[src/rtl/z80_uart_fifo.sv]
// z80_uart_fifo: buffered 8N1 UART on the Z80 slave bus.
// Register map: addr 0 = DATA (TX push / RX pop), addr 1 = STATUS (read) / CTRL (write).

package z80_bus_pkg;
  typedef struct packed {
    logic       wrn;
    logic       rdn;
    logic [7:0] dmaster;
  } Z80MasterBus;

  typedef struct packed {
    logic [7:0] dslave;
    logic       mwait;
  } Z80SlaveBus;
endpackage

// Byte FIFO with wrapping pointers; the extra pointer bit separates full from empty.
// A pop on a full FIFO frees the slot for a push in the same cycle.
module z80_uart_sync_fifo #(
  parameter int DEPTH = 16
) (
  input  logic       clk,
  input  logic       rst,
  input  logic       push,
  input  logic       pop,
  input  logic [7:0] din,
  output logic [7:0] dout,
  output logic       full,
  output logic       empty
);
  localparam int AW = $clog2(DEPTH);
  localparam logic [AW:0] PTR_ONE = 1;

  logic [7:0]  mem [DEPTH];
  logic [AW:0] wr_ptr;
  logic [AW:0] rd_ptr;
  logic        do_push;
  logic        do_pop;

  assign empty   = (wr_ptr == rd_ptr);
  assign full    = (wr_ptr[AW] != rd_ptr[AW]) && (wr_ptr[AW-1:0] == rd_ptr[AW-1:0]);
  assign do_pop  = pop && !empty;
  assign do_push = push && (!full || do_pop);
  assign dout    = mem[rd_ptr[AW-1:0]];

  // Pointer update
  always_ff @(posedge clk) begin
    if (rst) begin
      wr_ptr <= '0;
      rd_ptr <= '0;
    end else begin
      if (do_push) wr_ptr <= wr_ptr + PTR_ONE;
      if (do_pop)  rd_ptr <= rd_ptr + PTR_ONE;
    end
  end

  // Storage write
  always_ff @(posedge clk) begin
    if (do_push) mem[wr_ptr[AW-1:0]] <= din;
  end
endmodule

// State table (both serial engines share the encoding)
//   state | TX meaning                              | RX meaning
//   IDLE  | line high, waiting for FIFO data        | waiting for a low level
//   START | driving the start bit                   | confirming start bit at its middle
//   DATA  | driving 8 bits, LSB first               | sampling 8 bits, LSB first
//   STOP  | driving stop bit, may chain next byte   | checking stop bit / waiting for line high
module z80_uart_fifo
  import z80_bus_pkg::*;
#(
  parameter int CLKS_PER_BIT = 87,
  parameter int TX_DEPTH     = 16,
  parameter int RX_DEPTH     = 16,
  parameter int BLOCKING     = 1
) (
  input  logic        clk,
  input  logic        rst,
  input  logic        ena,
  input  logic        addr,
  input  Z80MasterBus ibus,
  output Z80SlaveBus  obus,
  input  logic        rx,
  output logic        tx,
  output logic        irq
);
  localparam int CW = $clog2(CLKS_PER_BIT);
  localparam logic [CW-1:0] BIT_LAST = CW'(CLKS_PER_BIT - 1);
  localparam logic [CW-1:0] BIT_HALF = CW'((CLKS_PER_BIT - 1) / 2);
  localparam logic [CW-1:0] CNT_ONE  = 1;

  localparam logic [1:0] S_IDLE  = 2'd0;
  localparam logic [1:0] S_START = 2'd1;
  localparam logic [1:0] S_DATA  = 2'd2;
  localparam logic [1:0] S_STOP  = 2'd3;

  logic          tx_full, tx_empty, rx_full, rx_empty;
  logic [7:0]    tx_head, rx_head, status;
  logic          mwait_i, wr_acc, rd_acc, tx_push, ctrl_wr, rx_pop;
  logic          acc_done, rd_pending;
  logic          irq_rx_en, irq_tx_en, overrun, frame_err, tx_idle;
  logic [1:0]    tx_state, rx_state;
  logic [CW-1:0] tx_cnt, rx_cnt;
  logic [2:0]    tx_bits, rx_bits;
  logic [7:0]    tx_shift, rx_shift;
  logic          tx_load;
  logic          rx_s1, rx_s2, rx_wait;
  logic          rx_stop_tick, rx_push, overrun_set, frame_set;

  assign mwait_i = !((BLOCKING != 0) && ena && !addr &&
                     ((!ibus.wrn && tx_full) || (!ibus.rdn && rx_empty)));
  assign wr_acc  = ena && !ibus.wrn && mwait_i && !acc_done;
  assign rd_acc  = ena && !ibus.rdn && mwait_i && !acc_done;
  assign tx_push = wr_acc && !addr;
  assign ctrl_wr = wr_acc && addr;
  assign rx_pop  = rd_pending && ibus.rdn;

  assign tx_idle = (tx_state == S_IDLE) && tx_empty;
  assign status  = {1'b0, irq_tx_en, irq_rx_en, tx_idle, frame_err, overrun, !tx_full, !rx_empty};
  assign obus.dslave = addr ? status : (rx_empty ? 8'h00 : rx_head);
  assign obus.mwait  = mwait_i;

  z80_uart_sync_fifo #(.DEPTH(TX_DEPTH)) u_tx_fifo (
    .clk(clk), .rst(rst), .push(tx_push), .pop(tx_load), .din(ibus.dmaster),
    .dout(tx_head), .full(tx_full), .empty(tx_empty)
  );

  z80_uart_sync_fifo #(.DEPTH(RX_DEPTH)) u_rx_fifo (
    .clk(clk), .rst(rst), .push(rx_push), .pop(rx_pop), .din(rx_shift),
    .dout(rx_head), .full(rx_full), .empty(rx_empty)
  );

  // One access per bus cycle; a DATA read pops only once rdn returns high
  always_ff @(posedge clk) begin
    if (rst) begin
      acc_done   <= 1'b0;
      rd_pending <= 1'b0;
    end else begin
      if (wr_acc || rd_acc)                    acc_done <= 1'b1;
      else if ((ibus.wrn && ibus.rdn) || !ena) acc_done <= 1'b0;
      if (rd_acc && !addr && !rx_empty) rd_pending <= 1'b1;
      else if (ibus.rdn)                rd_pending <= 1'b0;
    end
  end

  // Control register, sticky flags (a new error wins over a same-cycle clear) and irq
  always_ff @(posedge clk) begin
    if (rst) begin
      irq_rx_en <= 1'b0;
      irq_tx_en <= 1'b0;
      overrun   <= 1'b0;
      frame_err <= 1'b0;
      irq       <= 1'b0;
    end else begin
      if (ctrl_wr) begin
        irq_rx_en <= ibus.dmaster[5];
        irq_tx_en <= ibus.dmaster[6];
      end
      if (overrun_set)                     overrun <= 1'b1;
      else if (ctrl_wr && ibus.dmaster[2]) overrun <= 1'b0;
      if (frame_set)                       frame_err <= 1'b1;
      else if (ctrl_wr && ibus.dmaster[3]) frame_err <= 1'b0;
      irq <= (irq_rx_en && !rx_empty) || (irq_tx_en && tx_empty);
    end
  end

  // A byte is fetched from IDLE, or straight out of the last stop-bit cycle for back-to-back frames
  assign tx_load = !tx_empty && ((tx_state == S_IDLE) || ((tx_state == S_STOP) && (tx_cnt == '0)));

  // TX serial engine
  always_ff @(posedge clk) begin
    if (rst) begin
      tx_state <= S_IDLE;
      tx_cnt   <= '0;
      tx_bits  <= '0;
      tx_shift <= '0;
      tx       <= 1'b1;
    end else if (tx_load) begin
      tx_state <= S_START;
      tx_cnt   <= BIT_LAST;
      tx_shift <= tx_head;
      tx       <= 1'b0;
    end else if (tx_state != S_IDLE) begin
      if (tx_cnt != '0) begin
        tx_cnt <= tx_cnt - CNT_ONE;
      end else begin
        tx_cnt <= BIT_LAST;
        case (tx_state)
          S_START: begin
            tx_state <= S_DATA;
            tx_bits  <= 3'd7;
            tx       <= tx_shift[0];
          end
          S_DATA: begin
            if (tx_bits == 3'd0) begin
              tx_state <= S_STOP;
              tx       <= 1'b1;
            end else begin
              tx_bits  <= tx_bits - 3'd1;
              tx_shift <= tx_shift >> 1;
              tx       <= tx_shift[1];
            end
          end
          default: tx_state <= S_IDLE;
        endcase
      end
    end
  end

  assign rx_stop_tick = (rx_state == S_STOP) && !rx_wait && (rx_cnt == '0);
  assign rx_push      = rx_stop_tick && rx_s2;
  assign overrun_set  = rx_push && rx_full && !rx_pop;
  assign frame_set    = rx_stop_tick && !rx_s2;

  // RX synchroniser and serial engine
  always_ff @(posedge clk) begin
    if (rst) begin
      rx_s1    <= 1'b1;
      rx_s2    <= 1'b1;
      rx_state <= S_IDLE;
      rx_cnt   <= '0;
      rx_bits  <= '0;
      rx_shift <= '0;
      rx_wait  <= 1'b0;
    end else begin
      rx_s1 <= rx;
      rx_s2 <= rx_s1;
      case (rx_state)
        S_IDLE: begin
          if (!rx_s2) begin
            rx_state <= S_START;
            rx_cnt   <= BIT_HALF;
          end
        end
        S_START: begin
          if (rx_cnt != '0) begin
            rx_cnt <= rx_cnt - CNT_ONE;
          end else if (rx_s2) begin
            rx_state <= S_IDLE;
          end else begin
            rx_state <= S_DATA;
            rx_cnt   <= BIT_LAST;
            rx_bits  <= 3'd7;
          end
        end
        S_DATA: begin
          if (rx_cnt != '0) begin
            rx_cnt <= rx_cnt - CNT_ONE;
          end else begin
            rx_shift <= {rx_s2, rx_shift[7:1]};
            rx_cnt   <= BIT_LAST;
            if (rx_bits == 3'd0) rx_state <= S_STOP;
            else                 rx_bits  <= rx_bits - 3'd1;
          end
        end
        default: begin
          if (rx_wait) begin
            if (rx_s2) begin
              rx_wait  <= 1'b0;
              rx_state <= S_IDLE;
            end
          end else if (rx_cnt != '0) begin
            rx_cnt <= rx_cnt - CNT_ONE;
          end else if (rx_s2) begin
            rx_state <= S_IDLE;
          end else begin
            rx_wait <= 1'b1;
          end
        end
      endcase
    end
  end
endmodule

[config.mk]
export PLATFORM = sky130hd
export DESIGN_NAME = z80_uart_fifo
export DESIGN_NICKNAME = d
export VERILOG_FILES = /design/src/rtl/z80_uart_fifo.sv
export SDC_FILE = /design/constraint.sdc
export NUM_CORES = 1
export LEC_CHECK = 0
export BUFFER_PORTS_ARGS = -buffer_cell sky130_fd_sc_hd__buf_2
export CAP_MARGIN = 20
export CORE_MARGIN = 10
export CORE_UTILIZATION = 50
export DETAILED_ROUTE_END_ITERATION = 12
export GPL_TIMING_DRIVEN = 0
export PLACE_DENSITY = 0.66
export SYNTH_ARGS = -nofsm -noshare
export SYNTH_HDL_FRONTEND = slang
export SYNTH_SLANG_ARGS = --single-unit
[constraint.sdc]
create_clock -name clk -period 3.5 [get_ports clk]
set_clock_uncertainty 0.05 [all_clocks]
set_input_delay 0.525 -clock clk [delete_from_list [all_inputs] [get_ports clk]]
set_output_delay 0.525 -clock clk [all_outputs]
set_load 0.02 [all_outputs]
==> metrics.txt <==
via count of the first global-routing pass 8008; number of violations of the max-capacitance limit 0; post-layout total power 10.0 mW; CTS tree built; leakage component of the power 5.42 nW; Post-Synthesis Mean Instance Area 15.4 um2; kind of path behind the tightest hold check input port to register; number of synthesized register bits 335; most common cell in the synthesized netlist edfxtp_1; Overall Global Routing Usage 17.5%; part of the power in registers 45.1%; y dimension of the die 187 um; Synth Area in Simple Gates 7.97%; top cells by instance count after synthesis edfxtp_1, dfxtp_1, mux4_2, nor2_1, nand2_1; I/O pins 26; Wirelength per Cell 22.2 um; slew at the pin with the worst max-slew slack 918 ps; fraction of layout instances using a drive strength above 1 20.0%; Port Buffers 25; slowest cell on the critical path mux4_2; GR Util met2 29.2%; outcome finished, final reports clean; Global Route met1 Usage 23.1%; sum of negative setup slack 0 ps; hpwl dp 20.5 mm; Comb power frac 16.2%; antenna cells 0; largest net degree at the start of global routing 19; R2R setup slack 210 ps; Num CTS Buffers 36; Arr. time, crit path 2760 ps; EDFF count, synth 256; Post-Syn Area 0.0140 mm2; Final Hold Viols 0; share of flip-flops with an asynchronous set or reset after synthesis 0%; antenna-violating nets left 0; final worst-path cycle share 95.4%; clk sinks 335; worst flop-to-flop path startpoint u_rx_fifo.wr_ptr[2]$_SDFFE_PP0P_; H-Tree Depth 2; total number of nets in the final design 1019; instance area after placement 0.0147 mm2; internal power of the cells 7.42 mW; final routed wirelength across all metal layers 30.6 mm; kind of start point of the critical path register; main combinational cell family by area after synthesis multiplexers; Mapped Nets 952; cell count after synthesis 910; initial standard-cell utilization of the core 50.6%; Iter 0 DRT Violations 595; final setup violation count 0; required time at the endpoint of the critical path 2920 ps; clock insertion delay at the later pin of the skew report 520 ps; switching power share of the total 26.1%; final std cell area, no fill 0.0160 mm2; count of yosys warnings during synthesis 0; unrepaired setup endpoints after global routing no; pwr/cell area 628 mW/mm2; end point of the critical path obus[7]; fraction of synthesized cell area taken by the top area cell type 54.8%; global routing's busiest layer met2; adder and majority gate portion of the synthesized area 2.41%; final standard cell utilization of the core 57.6%; initial antenna violation count 1; fraction of synthesized area in multiplexers 13.4%; mean number of vias per cell 5.79; post-synthesis compound-gate area fraction 6.22%; global routing usage on met3 2.65%; Pre-Repair DR Iteration Count 4; maximum operating frequency 0.299 GHz; critical setup path kind register to output pin; area overhead of the layout relative to synthesis 13.9%; row count 61; worst stage delay on the critical path 540 ps; overall overflow remaining after global route 0; sequential element share of the synthesized area 66.1%; Primary FF master, synth edfxtp_1; cell accounting for the most synthesized area edfxtp_1; clock slew at reported path FFs 60 ps; Root Buffer clkbuf_16; Period minus WS final 3340 ps; overall die width 187 um; max-slew violation count 0; cell chain of the critical path buf_6 > mux4_2 > a22o_1 > a221oi_1 > o21ai_0 > buf_2; Clk network pwr share 38.6%; Worst Path Max Fanout 10; area enclosed by the die boundary 0.0351 mm2; switching pwr 2.61 mW; type of destination of the critical path output pin; number of distinct library cell variants in the gate-level netlist after synthesis 61; Synth Area in XOR/XNOR 1.62%; hold buffers post-CTS 0; normalized max-slew margin 38.3%; core region area 0.0277 mm2; Post-route DRC 0; largest vdd supply drop 458 uV; number of buffers between clock root and the deepest sink 3; leading post-synthesis cells by cell area edfxtp_1, dfxtp_1, mux4_2, ha_1, mux2i_1; capture point of the worst reg-to-reg path u_tx_fifo.mem[11][5]$_DFFE_PP_; cell count of the worst reg-to-reg path 7; routability congestion estimate 0.827; global-route wire length before repair 47.9 mm; total via count after detailed routing 8009
-- state kept, by name, summed over array words and instances (netlist names), 2 cells and up, named ones only --
register,flops
u_rx_fifo.rd_ptr,5
u_tx_fifo.mem,128
tx_cnt,7
tx_bits,3
tx_state,2
u_rx_fifo.mem,128
rx_shift,8
rx_bits,3
u_tx_fifo.wr_ptr,5
tx_shift,8
u_tx_fifo.rd_ptr,5
rx_cnt,7
rx_state,2
u_rx_fifo.wr_ptr,5
-- worst max-delay path: cells and delay by family (launching register included) --
kind,cells,cell delay [ps]
buf+inv,2,420
mux,1,540
compound gates,3,860
flops,1,430
-- logic make-up after synthesis --
group           Yosys count
compound gates          125
buf+inv                  79
simple gates            214
fa+ha+maj                27
flops                   335
xor+xnor                 26
mux                     104
-- final cells by class --
type	instances	area, um2
Tap cell	378	473
Buffer	45	209
Inverter	32	120
Timing Repair Buffer	31	170
Clock inverter	20	238
Clock buffer	46	1000
Sequential cell	335	9270
Fill cell	2179	11700
Multi-Input combinational cell	496	4490
-- how the worst min path moves through the flow --
stage	slack, ps	depth (start not counted)	start	end
after CTS	190	2	ibus[8]	rd_pending$_SDFFE_PP0P_
final	210	2	ibus[8]	rd_pending$_SDFFE_PP0P_
after detailed placement	340	1	rx_s1$_SDFF_PP1_	rx_s2$_SDFF_PP1_
after global placement	350	1	rx_s1$_SDFF_PP1_	rx_s2$_SDFF_PP1_
after global routing	200	2	rx	rx_s1$_SDFF_PP1_
after floorplan	340	1	rx_s1$_SDFF_PP1_	rx_s2$_SDFF_PP1_
-- layout by cell type, fill, tap and decap left out, types with 27 or more instances in the layout --
master     count
edfxtp_1     256
clkbuf_1      34
nand2_1       41
buf_2         31
clkbuf_16     37
a21oi_1       34
ha_1          27
inv_1         32
mux4_2        65
nor2_1        62
dfxtp_1       77
-- what timing repair did --
action,in CTS,in global routing
hold endpoints to repair,0,0
buffers inserted,0,3
pin swaps,0,1
setup endpoints to repair,8,5
gates resized for setup,9,6
-- power groups by stage --
| stage | Combinational [mW] | Clock, mW | Sequential, mW |
|---|---|---|---|
| after floorplan | 1.26 | 0 | 4.58 |
| after global placement | 1.62 | 0 | 4.61 |
| after detailed placement | 1.64 | 0 | 4.61 |
| after CTS | 1.65 | 3.94 | 4.53 |
| after global routing | 1.85 | 4.13 | 4.55 |
| final | 1.63 | 3.87 | 4.53 |
-- through the flow --
stage,setup WS [ps],hold WS [ps],instances
after global routing,33.3,204,1383
after CTS,37.0,193,1380
after global placement,-355,347,1313
after detailed placement,-140,344,1316
after floorplan,495,339,910
final,160,206,1383
-- metal layers --
layer  share of wire (%)  routed length (um)  vias to the layer above
met4                 2.4                 741                        2
li1                    -                   -                     3676
met2                  50               15400                      200
met3                 4.4                1360                       58
met1                  43               13200                     4073
met5               0.042                  13                        -
Power figures use the tool's default switching activity.
